## config.mk

```make
export PLATFORM = sky130hd
export DESIGN_NAME = hwpf_stride_req_arb
export DESIGN_NICKNAME = d
export VERILOG_FILES = /design/src/rtl/hwpf_stride_pkg.sv /design/src/rtl/hwpf_stride_rr_arb.sv /design/src/rtl/hwpf_stride_req_arb.sv
export SDC_FILE = /design/constraint.sdc
export NUM_CORES = 1
export LEC_CHECK = 0
export BUFFER_PORTS_ARGS = -buffer_cell sky130_fd_sc_hd__buf_4
export CORE_AREA = 2 2 95 97
export DETAILED_ROUTE_END_ITERATION = 12
export DIE_AREA = 0 0 97 99
export HOLD_SLACK_MARGIN = 0.03
export PLACE_DENSITY = 0.7
export SLEW_MARGIN = 20
export SYNTH_ARGS = -nofsm -noshare
export SYNTH_HDL_FRONTEND = slang
export SYNTH_SLANG_ARGS = --single-unit
export TNS_END_PERCENT = 10
```

## constraint.sdc

```tcl
create_clock -name clk_i -period 2.1 [get_ports clk_i]
set_input_delay 0.42 -clock clk_i [delete_from_list [all_inputs] [get_ports clk_i]]
set_output_delay 0.42 -clock clk_i [all_outputs]
set_load 0.01 [all_outputs]
```

## src/rtl/hwpf_stride_pkg.sv

```systemverilog
// ============================================================================
// Module      : hwpf_stride_pkg
// Description : Shared types and constants for the stride prefetcher request
//               arbiter: engine count default, engine id type, a minimal
//               HPDcache configuration record and default cache request and
//               response structures.
// Revision    : 1.0 - initial release
// ============================================================================
`default_nettype none

package hwpf_stride_pkg;

    // Default number of stride prefetch engines sharing the cache port.
    localparam int unsigned HWPF_NUM_DEFAULT = 4;

    // Width of an engine index for n engines; at least one bit.
    function automatic int unsigned hwpf_id_width(input int unsigned n);
        return (n > 2) ? $clog2(n) : 1;
    endfunction

    localparam int unsigned HWPF_ENGINE_ID_W = hwpf_id_width(HWPF_NUM_DEFAULT);
    typedef logic [HWPF_ENGINE_ID_W-1:0] hwpf_engine_id_t;

    // Cache-side geometry used by the default request/response types.
    localparam int unsigned HPDCACHE_TID_W   = 3;
    localparam int unsigned HPDCACHE_NLINE_W = 26;

    typedef struct packed {
        int unsigned tidWidth;
    } hpdcache_cfg_t;

    localparam hpdcache_cfg_t HPDCACHE_CFG_DEFAULT = '{tidWidth: HPDCACHE_TID_W};

    typedef logic [HPDCACHE_TID_W-1:0] hpdcache_tid_t;

    typedef struct packed {
        logic [HPDCACHE_NLINE_W-1:0] nline;
        logic [1:0]                  op;
        hpdcache_tid_t               tid;
    } hwpf_cache_req_t;

    typedef struct packed {
        logic [31:0]   data;
        logic          error;
        hpdcache_tid_t tid;
    } hwpf_cache_rsp_t;

endpackage

`default_nettype wire

```

## src/rtl/hwpf_stride_rr_arb.sv

```systemverilog
// ============================================================================
// Module      : hwpf_stride_rr_arb
// Description : Generic N-way round-robin arbiter. The winner is the first
//               requester found scanning upward from ptr+1 (wrapping). The
//               pointer moves to the winner only when a grant is issued.
// Ports       : clk_i, rst_ni   - clock, async active-low reset
//               req_i           - request vector
//               en_i            - grant enable (downstream can accept)
//               gnt_o           - one-hot grant (zero when disabled/idle)
//               gnt_idx_o       - index of the current winner
// Revision    : 1.0 - initial release
// ============================================================================
`default_nettype none

module hwpf_stride_rr_arb
    import hwpf_stride_pkg::*;
#(
    parameter int unsigned NUM_REQ = HWPF_NUM_DEFAULT,
    parameter int unsigned IDX_W   = hwpf_id_width(NUM_REQ)
) (
    input  logic               clk_i,
    input  logic               rst_ni,
    input  logic [NUM_REQ-1:0] req_i,
    input  logic               en_i,
    output logic [NUM_REQ-1:0] gnt_o,
    output logic [IDX_W-1:0]   gnt_idx_o
);

    logic [IDX_W-1:0] ptr_q;
    logic [IDX_W-1:0] ptr_d;
    logic [IDX_W-1:0] w_win_idx;
    logic [IDX_W-1:0] w_cand;
    logic             w_found;

    // Scan ptr+1 .. ptr+NUM_REQ (mod NUM_REQ); first requester wins.
    always_comb begin
        w_found   = 1'b0;
        w_win_idx = ptr_q;
        w_cand    = '0;
        for (int unsigned k = 1; k <= NUM_REQ; k++) begin
            w_cand = IDX_W'((32'(ptr_q) + k) % NUM_REQ);
            if (!w_found && req_i[w_cand]) begin
                w_found   = 1'b1;
                w_win_idx = w_cand;
            end
        end
    end

    always_comb begin
        gnt_o = '0;
        if (w_found && en_i) begin
            gnt_o[w_win_idx] = 1'b1;
        end
    end

    assign gnt_idx_o = w_win_idx;
    assign ptr_d     = (w_found && en_i) ? w_win_idx : ptr_q;

    // Reset to the last index so requester 0 has first priority.
    always_ff @(posedge clk_i or negedge rst_ni) begin
        if (!rst_ni) begin
            ptr_q <= IDX_W'(NUM_REQ - 1);
        end else begin
            ptr_q <= ptr_d;
        end
    end

endmodule

`default_nettype wire

```

## src/rtl/hwpf_stride_req_arb.sv

```systemverilog
// ============================================================================
// Module      : hwpf_stride_req_arb
// Description : Arbitrates the requests of NUM_HW_PREFETCH stride prefetch
//               engines onto the single HPDcache prefetch port through a
//               one-entry output register, stamping the engine index into the
//               request tid. Cache responses are routed back by tid.
// Ports       : clk_i, rst_ni          - clock, async active-low reset
//               hwpf_req_valid_i/_o..  - per-engine request handshake
//               hwpf_req_i             - per-engine request (tid ignored)
//               hwpf_rsp_valid_o       - per-engine response strobe
//               hwpf_rsp_o             - response payload (broadcast)
//               hpdcache_req_*         - registered request to the cache
//               hpdcache_rsp_*         - response from the cache
//               tid_err_o              - sticky out-of-range response tid
// Revision    : 1.0 - initial release
// ============================================================================
`default_nettype none

module hwpf_stride_req_arb
    import hwpf_stride_pkg::*;
#(
    parameter hpdcache_cfg_t HPDcacheCfg     = HPDCACHE_CFG_DEFAULT,
    parameter int unsigned   NUM_HW_PREFETCH = HWPF_NUM_DEFAULT,
    parameter type           hpdcache_req_t  = hwpf_cache_req_t,
    parameter type           hpdcache_rsp_t  = hwpf_cache_rsp_t
) (
    input  logic                       clk_i,
    input  logic                       rst_ni,
    input  logic [NUM_HW_PREFETCH-1:0] hwpf_req_valid_i,
    output logic [NUM_HW_PREFETCH-1:0] hwpf_req_ready_o,
    input  hpdcache_req_t              hwpf_req_i [NUM_HW_PREFETCH],
    output logic [NUM_HW_PREFETCH-1:0] hwpf_rsp_valid_o,
    output hpdcache_rsp_t              hwpf_rsp_o,
    output logic                       hpdcache_req_valid_o,
    input  logic                       hpdcache_req_ready_i,
    output hpdcache_req_t              hpdcache_req_o,
    input  logic                       hpdcache_rsp_valid_i,
    input  hpdcache_rsp_t              hpdcache_rsp_i,
    output logic                       tid_err_o
);

    // NUM_HW_PREFETCH must lie in [1, 2**tidWidth] so every engine index
    // fits in the tid field.
    localparam int unsigned ID_W  = hwpf_id_width(NUM_HW_PREFETCH);
    localparam int unsigned TID_W = HPDcacheCfg.tidWidth;

    typedef logic [TID_W-1:0] tid_t;

    typedef enum logic [0:0] {
        BUF_EMPTY = 1'b0,
        BUF_FULL  = 1'b1
    } buf_state_e;

    buf_state_e                 state_q;
    buf_state_e                 state_d;
    hpdcache_req_t              req_q;
    hpdcache_req_t              req_d;
    logic                       tid_err_q;
    logic                       tid_err_d;

    logic                       w_can_load;
    logic                       w_accept;
    logic [NUM_HW_PREFETCH-1:0] w_gnt;
    logic [ID_W-1:0]            w_gnt_idx;
    logic                       w_tid_oob;

    // A slot is free when empty or when the held entry drains this cycle.
    // Gating with rst_ni keeps every ready low while reset is asserted.
    assign w_can_load = rst_ni & ((state_q == BUF_EMPTY) | hpdcache_req_ready_i);

    hwpf_stride_rr_arb #(
        .NUM_REQ (NUM_HW_PREFETCH),
        .IDX_W   (ID_W)
    ) u_rr_arb (
        .clk_i     (clk_i),
        .rst_ni    (rst_ni),
        .req_i     (hwpf_req_valid_i),
        .en_i      (w_can_load),
        .gnt_o     (w_gnt),
        .gnt_idx_o (w_gnt_idx)
    );

    assign hwpf_req_ready_o = w_gnt;
    assign w_accept         = |w_gnt;

    // Output buffer next state: a load wins over a drain, which keeps the
    // slot full and sustains one request per cycle.
    always_comb begin
        state_d = state_q;
        req_d   = req_q;
        if (w_accept) begin
            req_d     = hwpf_req_i[w_gnt_idx];
            req_d.tid = tid_t'(w_gnt_idx);
            state_d   = BUF_FULL;
        end else if ((state_q == BUF_FULL) && hpdcache_req_ready_i) begin
            state_d = BUF_EMPTY;
        end
    end

    assign w_tid_oob = 32'(hpdcache_rsp_i.tid) >= NUM_HW_PREFETCH;
    assign tid_err_d = tid_err_q | (hpdcache_rsp_valid_i & w_tid_oob);

    always_ff @(posedge clk_i or negedge rst_ni) begin
        if (!rst_ni) begin
            state_q   <= BUF_EMPTY;
            req_q     <= '0;
            tid_err_q <= 1'b0;
        end else begin
            state_q   <= state_d;
            req_q     <= req_d;
            tid_err_q <= tid_err_d;
        end
    end

    assign hpdcache_req_valid_o = (state_q == BUF_FULL);
    assign hpdcache_req_o       = req_q;
    assign tid_err_o            = tid_err_q;

    // Zero-latency response demux; payload is broadcast to all engines.
    generate
        for (genvar i = 0; i < NUM_HW_PREFETCH; i++) begin : g_rsp_demux
            assign hwpf_rsp_valid_o[i] = hpdcache_rsp_valid_i &
                                         (hpdcache_rsp_i.tid == tid_t'(i));
        end
    endgenerate

    assign hwpf_rsp_o = hpdcache_rsp_i;

endmodule

`default_nettype wire

```

Word-level counts from Yosys, hierarchy flattened
Index checks and enable logic that the tools add are counted.
Word-level totals
  register bits after elaboration: 34
  word-level logic and storage cells: 67
Cells by class
  add/subtract/negate cells: 4
  order comparisons: 8
  eq/ne operators: 3
  mux-type cells: 24
  bitwise gates (word level): 10
  reductions and logical operators: 12
Operators by type and width (count)
  $bmux 31 s2: 1
  $mux 31: 2
  $lt 2x3->1 const B: 5
  $mux 1: 11
  $bmux 1 s2: 4
  $mux 2: 4
  $and 1x1->1: 6
  $eq 3x2->1 const B: 2
  $ge 3x3->1 const B: 2
  $logic_and 1x1->1: 6
  $add 2x1->2 const B: 2
  $add 2x2->2 const B: 2
  $mux 4: 1
  $reduce_or 4->1: 1
  $eq 3x1->1 const B: 1
  $logic_not 1->1: 3
  $logic_not 3->1: 1
  $not 2->3: 1
  $demux 1 s2: 1
  $ge 2x1->1 const B: 1
  $or 1x1->1: 2
  $reduce_bool 2->1: 1
  $not 1->1: 1

Logic depth before layout (Yosys ltp)
  word-level depth: 20
  depth in mapped cells: 7
  gate-level depth less buffers: 4

By module
From an unflattened synthesis, not the netlist that was laid out.
Second synthesis, totals
  cell total of the unflattened synthesis: 170
  area total of the unflattened synthesis: 2424.8 um^2
Modules (own cells, without submodules)
  hwpf_stride_req_arb: times used 1, cells an instance 146, area each 2190.9 um^2
  hwpf_stride_rr_arb: times used 1, cells an instance 24, area each 234.0 um^2

Worst setup path before layout
OpenSTA, ideal clock, no wires.
  path type: register -> output
  start: register u_rr_arb.ptr_q[1]
  end: output hwpf_req_ready_o[3]
  arrival: 1.603 ns
  path slack: 0.077 ns
  cell stages (with the launch flop): 7
  cells stage by stage: dfstp_2 -> buf_6 -> nand2_1 -> a31o_2 -> a211oi_2 -> buf_4 -> nor2b_1
Between the ends
  word-level cells in the longest chain between the ends: 18
  elaborated cells on any way between the ends: 33
  classes of those cells: add/sub: 4; order compare: 2; mux: 19; reduce/logical: 8
RTL lines
  start, declared: line hwpf_stride_rr_arb.sv:29  | logic [IDX_W-1:0] ptr_q;
  start signal, assigned: line hwpf_stride_rr_arb.sv:62  | ptr_q <= IDX_W'(NUM_REQ - 1);
  start signal, assigned: line hwpf_stride_rr_arb.sv:64  | ptr_q <= ptr_d;
  $add 2x1->2: line hwpf_stride_rr_arb.sv:41  | w_cand = IDX_W'((32'(ptr_q) + k) % NUM_REQ);
  $bmux 1 s2: line hwpf_stride_rr_arb.sv:42  | if (!w_found && req_i[w_cand]) begin
  $mux 1 (not written as such): line hwpf_stride_rr_arb.sv:42
  $mux 1: line hwpf_stride_rr_arb.sv:42
  $logic_not 1->1: line hwpf_stride_rr_arb.sv:42
  $logic_and 1x1->1: line hwpf_stride_rr_arb.sv:42
  $mux 1: line hwpf_stride_rr_arb.sv:42
  $logic_not 1->1: line hwpf_stride_rr_arb.sv:42
  (+2 left out)
  $logic_not 1->1: line hwpf_stride_rr_arb.sv:42
  $logic_and 1x1->1: line hwpf_stride_rr_arb.sv:42
  $mux 2: line hwpf_stride_rr_arb.sv:42
  $lt 2x3->1 (not written as such) / $ge 2x1->1 (equally long branches): line hwpf_stride_rr_arb.sv:52  | gnt_o[w_win_idx] = 1'b1;
  $logic_and 1x1->1 (not written as such): line hwpf_stride_rr_arb.sv:52
  $mux 1 (not written as such): line hwpf_stride_rr_arb.sv:52
  $demux 1 s2
  $mux 4 *: line hwpf_stride_rr_arb.sv:51  | if (w_found && en_i) begin
  end, declared: line hwpf_stride_req_arb.sv:30  | output logic [NUM_HW_PREFETCH-1:0] hwpf_req_ready_o,
Every way passes the cells marked *; elsewhere a longest branch is shown, timed or not. The select of a mux whose other input is x is not followed.

Final worst setup path
Ends and elaborated chain as after synthesis.

==> metrics.md <==
| Metric | Value |
|---|---|
| Family with the most delay on the worst path | flip-flops |
| CP arrival | 1.79 ns |
| Syn Area/Cell | 11.2 µm² |
| Internal | 0.00245 W |
| Worst hold path class | in2async |
| Clk slew on worst S/H paths | 0.07 ns |
| Core area | 8550 µm² |
| R2R Setup Slk | 0 ns |
| Clock sinks | 34 |
| Share of total power in the clock network | 0.162 |
| Switch share | 0.356 |
| Initial antenna violation count | 0 |
| Post-layout min period | 2.21 ns |
| Clk root buf | clkbuf_8 |
| Max Used Layer | met4 |
| Effective utilization at floorplan | 0.314 |
| Htree depth | 2 |
| Final setup viols | 4 |
| DRC viols | 0 |
| Clock Tree Buf Depth | 2 |
| Req. time, crit path | 1.68 ns |
| EDFF count, synth | 0 |
| Top cells by count, synth | mux2i_1, buf_4, dfrtp_1 |
| Hold Vio Cnt, Final | 0 |
| Status | finished, violations left |
| Buf/Inv on CP | 1 |
| Routed Antenna Nets | 0 |
| Async SR Flop Fraction | 1.00 |
| Max Clock Freq | 451 MHz |
| RePlAce Congestion | 0.823 |
| Max-cap violations | 0 |
| Remaining Overflow, GRT | 0 |
| Die area | 9600 µm² |
| Layout cells sized above 1 | 0.620 |
| Row count | 34 |
| Top cells by area, synth | dfrtp_1, mux2i_1, a221oi_2, buf_4, nor2_1 |
| Port Buffers | 165 |
| Yosys reg bits | 34 |
| Nets | 544 |
| CP max stage delay | 0.61 ns |
| Top_reg_cell synth | dfrtp_1 |
| GRT Total Usage | 0.150 |
| Area growth syn-to-layout | 47.9% |
| Critical Path, Cell by Cell | nand2_1, a31o_2, a211oi_4, nor2b_4, buf_6 |
| Post-route design area | 3970 µm² |
| Initial DRC Count | 47 |
| Number of global-route vias before repair | 2469 |
| Leading area contributor after synthesis | dfrtp_1 |
| Synthesized cell area | 2680 µm² |
| Yosys warnings | 0 |
| Clk_skew | 0.00544 ns |
| Final Cycle Share | 1.05 |
| PwrDens | 958 nW/µm² |
| Wl on met1 | 2.75 mm |
| Net Count, Synth | 408 |
| Worst Setup End Kind | output port |
| Register area share after synthesis | 0.318 |
| CP Class | reg2out |
| Peak VDD IR | 0.000629 V |
| WL met2 | 3.92 mm |
| Finished Layout Cells | 484 |
| DR WL met3 | 605 µm |
| Leakage | 1.94 nW |
| Combinational Power Share | 0.549 |
| First-pass GRT wire length | 12.0 mm |
| Crit path max-delay cell type | dfstp_2 |
| Most numerous cell in the Yosys netlist | mux2i_1 |
| Slew Limit Fails | 0 |
| Avg Vias per Cell | 4.90 |
| Top cell type's share of synthesized area | 0.298 |
| Drt wl/cell | 15.3 µm |
| Post-Place Cells | 472 |
| Largest net degree at the start of global routing | 35 |
| Distinct cells, synth | 34 |
| # IOs | 245 |
| Psw | 0.00135 W |
| CTS buffer count | 5 |
| Nature of the critical path startpoint | flip-flop |
| Drt total wl | 7.41 mm |
| Chip height | 99 µm |
| Placed cell area | 3770 µm² |
| Final HPWL DP | 5.80 mm |
| Post-Synthesis Cells | 240 |
| Seq pwr share | 0.289 |
| # diodes | 0 |
| Pre-antenna DRT Iters | 4 |
| Vias | 2372 |
| Setup slack after layout | -0.115 ns |
| Clk_lat worst skew | 0.28 ns |
| Die width | 97 µm |
| RSZ-0062 raised after global routing | true |
| Crit path max fanout | 7 |
| Failing checks | negative setup slack |
| CTS tree | built |
[flip-flops by register name, summed over array words and instances, names as in the netlist]
register              cells
hpdcache_req_o           30
hpdcache_req_valid_o      1
tid_err_o                 1
u_rr_arb.ptr_q            2
[power groups by stage]
stage	Sequential, W	Clock (W)	Combinational (W)
after floorplan	0.00119	0	0.00122
final	0.00110	0.000617	0.00209
after global placement	0.00110	0	0.00200
after detailed placement	0.00111	0	0.00204
after CTS	0.00110	0.000646	0.00208
after global routing	0.00112	0.000673	0.00225
[path summary, 6_finish.rpt]
kind,startpoint,end,depth (start not counted)
min in group clk_i,hpdcache_rsp_valid_i,tid_err_o,2
max,u_rr_arb.ptr_q[1],hwpf_req_ready_o[3],5
min reg2reg,tid_err_o,tid_err_o,1
max reg2reg,u_rr_arb.ptr_q[1],hpdcache_req_o[19],6
min,rst_ni,hpdcache_req_o[0],2
max in group asynchronous,rst_ni,u_rr_arb.ptr_q[0],2
[timing repair]
item / CTS / global route
pin swaps: 2 / 9
endpoints found under the setup margin: 5 / 31
hold buffers: 0 / 0
gates resized for setup: 5 / 8
buffers inserted: 2 / 3
[metal layers]
| metal | vias to the layer above | track usage |
|---|---|---|
| li1 | 1121 | - |
| met1 | 1114 | 0.173 |
| met2 | 121 | 0.269 |
| met3 | 16 | 0.0440 |
| met4 | 0 | 0.0412 |
| met5 | - | 0 |
[per-stage QoR]
step / worst slack [ns] / util / setup TNS [ns] / power, W / hold WS (ns)
3_5_place_dp: -0.0220 / 0.441 / -0.0220 / 0.00314 / 0.452
6_report: -0.115 / 0.464 / -0.310 / 0.00380 / 0.215
2_1_floorplan: 0.0770 / - / 0 / 0.00241 / 0.124
5_1_grt: -0.200 / 0.464 / -2.07 / 0.00404 / 0.248
4_1_cts: -0.140 / 0.459 / -0.487 / 0.00383 / 0.224
3_3_place_gp: -0.00262 / 0.441 / -0.00262 / 0.00310 / 0.448
[placed cells by master (no fill, tap or decap)]
cell,instances
a21boi_1,1
or2_1,1
nor2b_4,1
clkbuf_8,6
bufinv_16,1
nand2_2,1
a21oi_1,3
a221oi_4,1
nor3_1,2
a31o_2,1
mux2i_2,4
a221oi_2,28
dfstp_2,2
mux2i_1,53
dfrtp_1,32
and3_1,1
buf_6,2
nor4bb_1,2
o21ai_0,1
a21o_1,2
and4b_1,1
nand2b_1,4
a211oi_4,1
nor3b_1,1
nand2_1,2
buf_16,1
buf_4,178
conb_1,1
buf_12,2
o311a_1,1
nor4_2,1
mux2i_4,1
a22o_1,1
nor2_1,31
inv_2,1
o21a_1,1
nor4b_1,1
and2_1,1
o311ai_4,1
[worst register-to-register path, stage by stage (launching register included)]
cell      delay, ns
dfstp_2        0.61
mux2i_2        0.11
a221oi_4       0.42
buf_4          0.21
buf_16         0.22
mux2i_1        0.32
a221oi_2       0.09
[cell families after synthesis]
logic type,Yosys count,synth area share
AOI/OAI and AO/OA,42,0.206
buffers and inverters,55,0.169
and+or+nand+nor,50,0.0895
muxes,58,0.216
DFF,34,0.318
other,1,0.00140
[cell type report]
cell class,instances,area [µm²]
Fill cell,824,4580
Clock buffer,6,82.6
Sequential cell,34,853
Clock inverter,1,30.0
Tap cell,108,135
Multi-Input combinational cell,151,1440
Inverter,1,3.75
Timing Repair Buffer,183,1430
Note: power is estimated with default switching activity, not from simulation.
